## config.mk

```make
export PLATFORM = sky130hd
export DESIGN_NAME = fifo_rr_arbiter
export DESIGN_NICKNAME = d
export VERILOG_FILES = /design/src/rtl/fifo_rr_arbiter_pkg.sv /design/src/rtl/fifo_rr_arbiter_rr_pick.sv /design/src/rtl/fifo_rr_arbiter.sv
export SDC_FILE = /design/constraint.sdc
export NUM_CORES = 1
export LEC_CHECK = 0
export ABC_CLOCK_PERIOD_IN_PS = 3300
export CORE_MARGIN = 3
export CORE_UTILIZATION = 30
export DETAILED_ROUTE_END_ITERATION = 10
export PLACE_DENSITY = 0.66
export SYNTH_ARGS = -nofsm -noshare
export SYNTH_HDL_FRONTEND = slang
export SYNTH_SLANG_ARGS = --single-unit
```

## constraint.sdc

```tcl
create_clock -name clk -period 3.3 [get_ports clk]
set_input_delay 0.825 -clock clk [delete_from_list [all_inputs] [get_ports clk]]
set_output_delay 0.825 -clock clk [all_outputs]
set_load 0.02 [all_outputs]
```

## src/rtl/fifo_rr_arbiter_pkg.sv

```systemverilog
// Shared definitions for the round-robin FIFO write-port arbiter:
// FSM state encoding and the width helper used to size grant and burst counters.
package fifo_rr_arbiter_pkg;

    localparam logic S_IDLE  = 1'b0;
    localparam logic S_GRANT = 1'b1;

    typedef enum logic {
        ST_IDLE  = S_IDLE,
        ST_GRANT = S_GRANT
    } state_t;

    // Bits needed to hold values 0..n-1, never less than one bit.
    function automatic int clog2_min1(input int n);
        int w;
        w = 1;
        while ((1 << w) < n) begin
            w++;
        end
        return w;
    endfunction

endpackage

```

## src/rtl/fifo_rr_arbiter_rr_pick.sv

```systemverilog
// Round-robin picker: rotates the request vector so the slot after last_grant
// comes first, priority-encodes it, and maps the winner back to a requester index.
module rr_pick #(
    parameter int NUM_IN   = 4,
    parameter int ID_WIDTH = 2
) (
    input  logic [NUM_IN-1:0]   req,
    input  logic [ID_WIDTH-1:0] last_grant,
    output logic [ID_WIDTH-1:0] idx,
    output logic                any_req
);

    logic [NUM_IN-1:0]   rot;
    logic [ID_WIDTH-1:0] off;

    // Modulo-NUM_IN step so non-power-of-two sizes never reach an unused index.
    function automatic logic [ID_WIDTH-1:0] wrap_add(input logic [ID_WIDTH-1:0] base,
                                                     input int step);
        int s;
        s = (int'(base) + step) % NUM_IN;
        return ID_WIDTH'(s);
    endfunction

    always_comb begin
        rot = '0;
        for (int k = 0; k < NUM_IN; k++) begin
            rot[k] = req[wrap_add(last_grant, k + 1)];
        end
    end

    always_comb begin
        off = '0;
        for (int k = NUM_IN - 1; k >= 0; k--) begin
            if (rot[k]) begin
                off = ID_WIDTH'(k);
            end
        end
    end

    assign idx     = wrap_add(last_grant, int'(off) + 1);
    assign any_req = |req;

endmodule

```

## src/rtl/fifo_rr_arbiter.sv

```systemverilog
// N-to-1 round-robin stream arbiter feeding a single FWFT FIFO write port.
// Grants one requester per burst, registers each accepted beat and tags it with its source.
module fifo_rr_arbiter
    import fifo_rr_arbiter_pkg::*;
#(
    parameter int NUM_IN     = 4,
    parameter int DATA_WIDTH = 32,
    parameter int ID_WIDTH   = 2,
    parameter int MAX_BURST  = 8
) (
    input  logic                         clk,
    input  logic                         reset,
    input  logic [NUM_IN-1:0]            in_TVALID,
    output logic [NUM_IN-1:0]            in_TREADY,
    input  logic [NUM_IN*DATA_WIDTH-1:0] in_TDATA,
    output logic                         out_TVALID,
    input  logic                         out_TREADY,
    output logic [DATA_WIDTH-1:0]        out_TDATA,
    output logic [ID_WIDTH-1:0]          out_TID
);

    localparam int CNT_W = clog2_min1(MAX_BURST + 1);
    localparam logic [ID_WIDTH-1:0] LAST_RST  = ID_WIDTH'(NUM_IN - 1);
    localparam logic [CNT_W-1:0]    LAST_BEAT = CNT_W'(MAX_BURST - 1);

    generate
        if (ID_WIDTH != clog2_min1(NUM_IN)) begin : g_bad_id_width
            $error("fifo_rr_arbiter: ID_WIDTH must equal clog2(NUM_IN)");
        end
        if (NUM_IN < 2 || NUM_IN > 16) begin : g_bad_num_in
            $error("fifo_rr_arbiter: NUM_IN must be within 2..16");
        end
        if (MAX_BURST < 1 || MAX_BURST > 256) begin : g_bad_burst
            $error("fifo_rr_arbiter: MAX_BURST must be within 1..256");
        end
    endgenerate

    state_t                  state;
    logic [ID_WIDTH-1:0]     grant;
    logic [ID_WIDTH-1:0]     last_grant;
    logic [CNT_W-1:0]        beat_cnt;
    logic [ID_WIDTH-1:0]     pick_idx;
    logic                    any_req;

    logic                    vld_p1;
    logic [DATA_WIDTH-1:0]   data_p1;
    logic [ID_WIDTH-1:0]     tid_p1;

    logic                    pipe_ready;
    logic                    grant_vld;
    logic [DATA_WIDTH-1:0]   grant_data;
    logic                    xfer;

    rr_pick #(
        .NUM_IN   (NUM_IN),
        .ID_WIDTH (ID_WIDTH)
    ) u_pick (
        .req        (in_TVALID),
        .last_grant (last_grant),
        .idx        (pick_idx),
        .any_req    (any_req)
    );

    assign pipe_ready = ~vld_p1 | out_TREADY;
    assign grant_vld  = in_TVALID[grant];
    assign grant_data = in_TDATA[int'(grant)*DATA_WIDTH +: DATA_WIDTH];
    assign xfer       = (state == ST_GRANT) & grant_vld & pipe_ready;

    // Only the granted requester sees ready, and only while the out register can take a beat.
    always_comb begin
        in_TREADY = '0;
        if (state == ST_GRANT) begin
            in_TREADY[grant] = pipe_ready;
        end
    end

    // Stage p0 -> p1: accepted beat into the output register.
    always_ff @(posedge clk or posedge reset) begin
        if (reset) begin
            vld_p1  <= 1'b0;
            data_p1 <= '0;
            tid_p1  <= '0;
        end else if (xfer) begin
            vld_p1  <= 1'b1;
            data_p1 <= grant_data;
            tid_p1  <= grant;
        end else if (out_TREADY) begin
            vld_p1  <= 1'b0;
        end
    end

    always_ff @(posedge clk or posedge reset) begin
        if (reset) begin
            state      <= ST_IDLE;
            grant      <= '0;
            last_grant <= LAST_RST;
            beat_cnt   <= '0;
        end else begin
            case (state)
                ST_IDLE: begin
                    if (any_req) begin
                        grant    <= pick_idx;
                        beat_cnt <= '0;
                        state    <= ST_GRANT;
                    end
                end
                ST_GRANT: begin
                    if (xfer) begin
                        beat_cnt <= beat_cnt + 1'b1;
                        if (beat_cnt == LAST_BEAT) begin
                            last_grant <= grant;
                            state      <= ST_IDLE;
                        end
                    end else if (!grant_vld) begin
                        // Requester went quiet: hand the slot back without waiting out the burst.
                        last_grant <= grant;
                        state      <= ST_IDLE;
                    end
                end
                default: state <= ST_IDLE;
            endcase
        end
    end

    assign out_TVALID = vld_p1;
    assign out_TDATA  = data_p1;
    assign out_TID    = tid_p1;

endmodule

```

==> results.ini <==
[die]
pin_count = 174
fp.dieW_um = 105
fp.dieH_um = 105
start_util_pct = 31.3
die_area_mm2 = 0.0110
rows = 35
coreArea_mm2 = 0.00937

[grt]
grt_max_degree = 43
antenna_found_initial = 0
groute.usage.overall_pct = 14.1
grt-ovfl-total = 0
grt_pass1_wl_um = 12600
grt_pass1_vias = 2528

[setup_path]
critPathArrivalTime_ps = 2330
cp-startpoint = out_TREADY
cp_cell_sequence = clkdlybuf4s50_1 > nand2b_1 > buf_4 > and4_1 > clkdlybuf4s50_1
rrSetupSlack_ps = 1000
critPathSlowestCell = clkdlybuf4s50_1
cp.required_ps = 2470
crit_fanout = 3
start_kind = primary input
endpoint_kind = output port
cp_slowest_stage_delay_ps = 600
cp.buffers_inverters = 3
cpLargestDelayFamily = buffers and inverters
path_class = primary input to output port
regToRegStartpoint = grant[1]$_DFFE_PP0P_
cp_common_cell = clkdlybuf4s50_1

[synthesis]
synth-seq-cells = 44
synth_nets = 328
avgSynthCellArea_um2 = 15.3
yosys_warnings = 0
synth_cell_types = 37
postSynthCellCount = 191
synth_area_leaders = dfrtp_1 (36%), mux2_4 (16%), mux4_1 (14%)
syn-cell-area_mm2 = 0.00293
synth_top_area_share_pct = 35.9
synth_area_leader_cell = dfrtp_1
seq_area_frac_synth_pct = 37.6

[sta]
final.setup_skew_ps = 5.78
whs_ps = 486
setup_violations = 0
slew_viol_final = 0
fmax_mhz = 317
grt_setup_unrepaired = no
slew_headroom_pct = 61.6
finalHoldViolCount = 0
tns_ps = 0
min_period_ps = 3160
tightestPinTransition_ps = 576
min_period_over_period_pct = 95.7
setup_ws_ps = 143

[flow_run]
maxCapViolations = 0

[cells_and_area]
final_cell_mix = clkdlybuf4s50_1 (171), dfrtp_1 (40), mux2_4 (32)
synthToLayoutAreaGrowth_pct = 65.0
fin_cells = 489
nNetsFinal = 496
seqCellArea_mm2 = 0.00111
final_area_mm2 = 0.00484
diodes = 0
final_common_cell = clkdlybuf4s50_1
fill_cells = 867
fin_util_pct = 51.6
drive_gt1_share_pct = 18.6
multiInputGateArea_mm2 = 0.00167

[hold_path]
hp-class = flop to flop
min-delay-start = beat_cnt[3]$_DFFE_PP0P_

[clock_tree]
postCtsSetupBuffers = 0
numCtsBuffers = 5
cts_resized = 0
clk_root_buffer_cell = clkbuf_8
numClockSinks = 44
htreeDepth = 2
cts_tree = built
clk_path_buf_depth = 2
clk_pin_slew_worst_paths_ps = 80
hold_buffers = 0
clk-insertion-delay-late_ps = 280

[power]
ir_drop_uv = 316
power.density_mw_per_mm2 = 801
p_leak_nw = 2.00
power_mw = 3.87

[route]
vias = 2334
ant_nets = 0
drt_wl_total_um = 7800
drt_iter0_markers = 94
drc = 0
post_drt_wl_per_cell_um = 16.0
via_per_inst = 4.77
first_pass_iters = 4

[placement]
place_inst = 481
port_buffers = 173
place_hpwl_um = 6020
dpl_worst_slack_ps = 76.2
gp_congestion = 0.743
placed_area_mm2 = 0.00474

[outcome]
status = finished, final reports clean

-- cells by family after synthesis --
kind of cell    synth area share, %
xor+xnor                      0.299
compound gates                 4.57
fa+ha+maj                     0.853
flops                          37.6
mux                            45.3
simple gates                   6.02
buf+inv                        5.29
-- layout make-up --
type                    count  area share [%]
clock buffers               8            1.86
repair buffers            178            36.9
well taps                 129            3.34
multi-input cells         125            34.6
flip-flops and latches     44            22.9
inverters                   5           0.388
-- Yosys cell counts, drive strengths merged --
master / count
dfrtp: 42
mux2: 36
mux4: 33
buf: 13
nand2: 8
nor2: 7
o21ai: 7
inv: 5
clkbuf: 4
nand3: 4
a21oi: 3
nand2b: 3
nor3: 3
o211ai: 3
a21o: 2
dfstp: 2
ha: 2
nor3b: 2
o31ai: 2
a211oi: 1
and4: 1
nand3b: 1
nand4b: 1
nor4: 1
o2111ai: 1
o22ai: 1
o31a: 1
or4: 1
xnor2: 1
-- worst reg2reg max path: stages, from the launching register on --
cell and delay, ps:
dfrtp_2 740, mux4_2 650, nand3_4 110, buf_12 260
mux2_1 420
-- path summary, 6_finish.rpt --
check	endpoint	cells past startpoint
max	in_TREADY[3]	5
min	beat_cnt[3]$_DFFE_PP0P_	1
max reg2reg	out_TDATA[4]$_DFFE_PP0P_	4
min reg2reg	beat_cnt[3]$_DFFE_PP0P_	1
max in group asynchronous	out_TDATA[31]$_DFFE_PP0P_	3
min in group asynchronous	out_TDATA[27]$_DFFE_PP0P_	2
-- where the power goes --
part           switching [mW]  internal (mW)  total (mW)
Clock                   0.174          0.171       0.345
Combinational           0.967           1.48        2.44
Sequential              0.262          0.824        1.09
Total                    1.40           2.47        3.87
-- routing by layer --
| layer | track usage (%) | routed length, um | vias up |
|---|---|---|---|
| met5 | 0 | 0 | - |
| li1 | - | - | 1097 |
| met1 | 16.9 | 3100 | 1129 |
| met3 | 5.13 | 730 | 2 |
| met4 | 2.53 | 14 | 0 |
| met2 | 24.6 | 3960 | 106 |
-- flip-flops by register name, summed over array words and instances (netlist names) --
register / cells
out_TID: 2
out_TVALID: 1
grant: 2
out_TDATA: 32
last_grant: 2
state: 1
beat_cnt: 4
No activity file was read; power rests on OpenSTA's default activity.
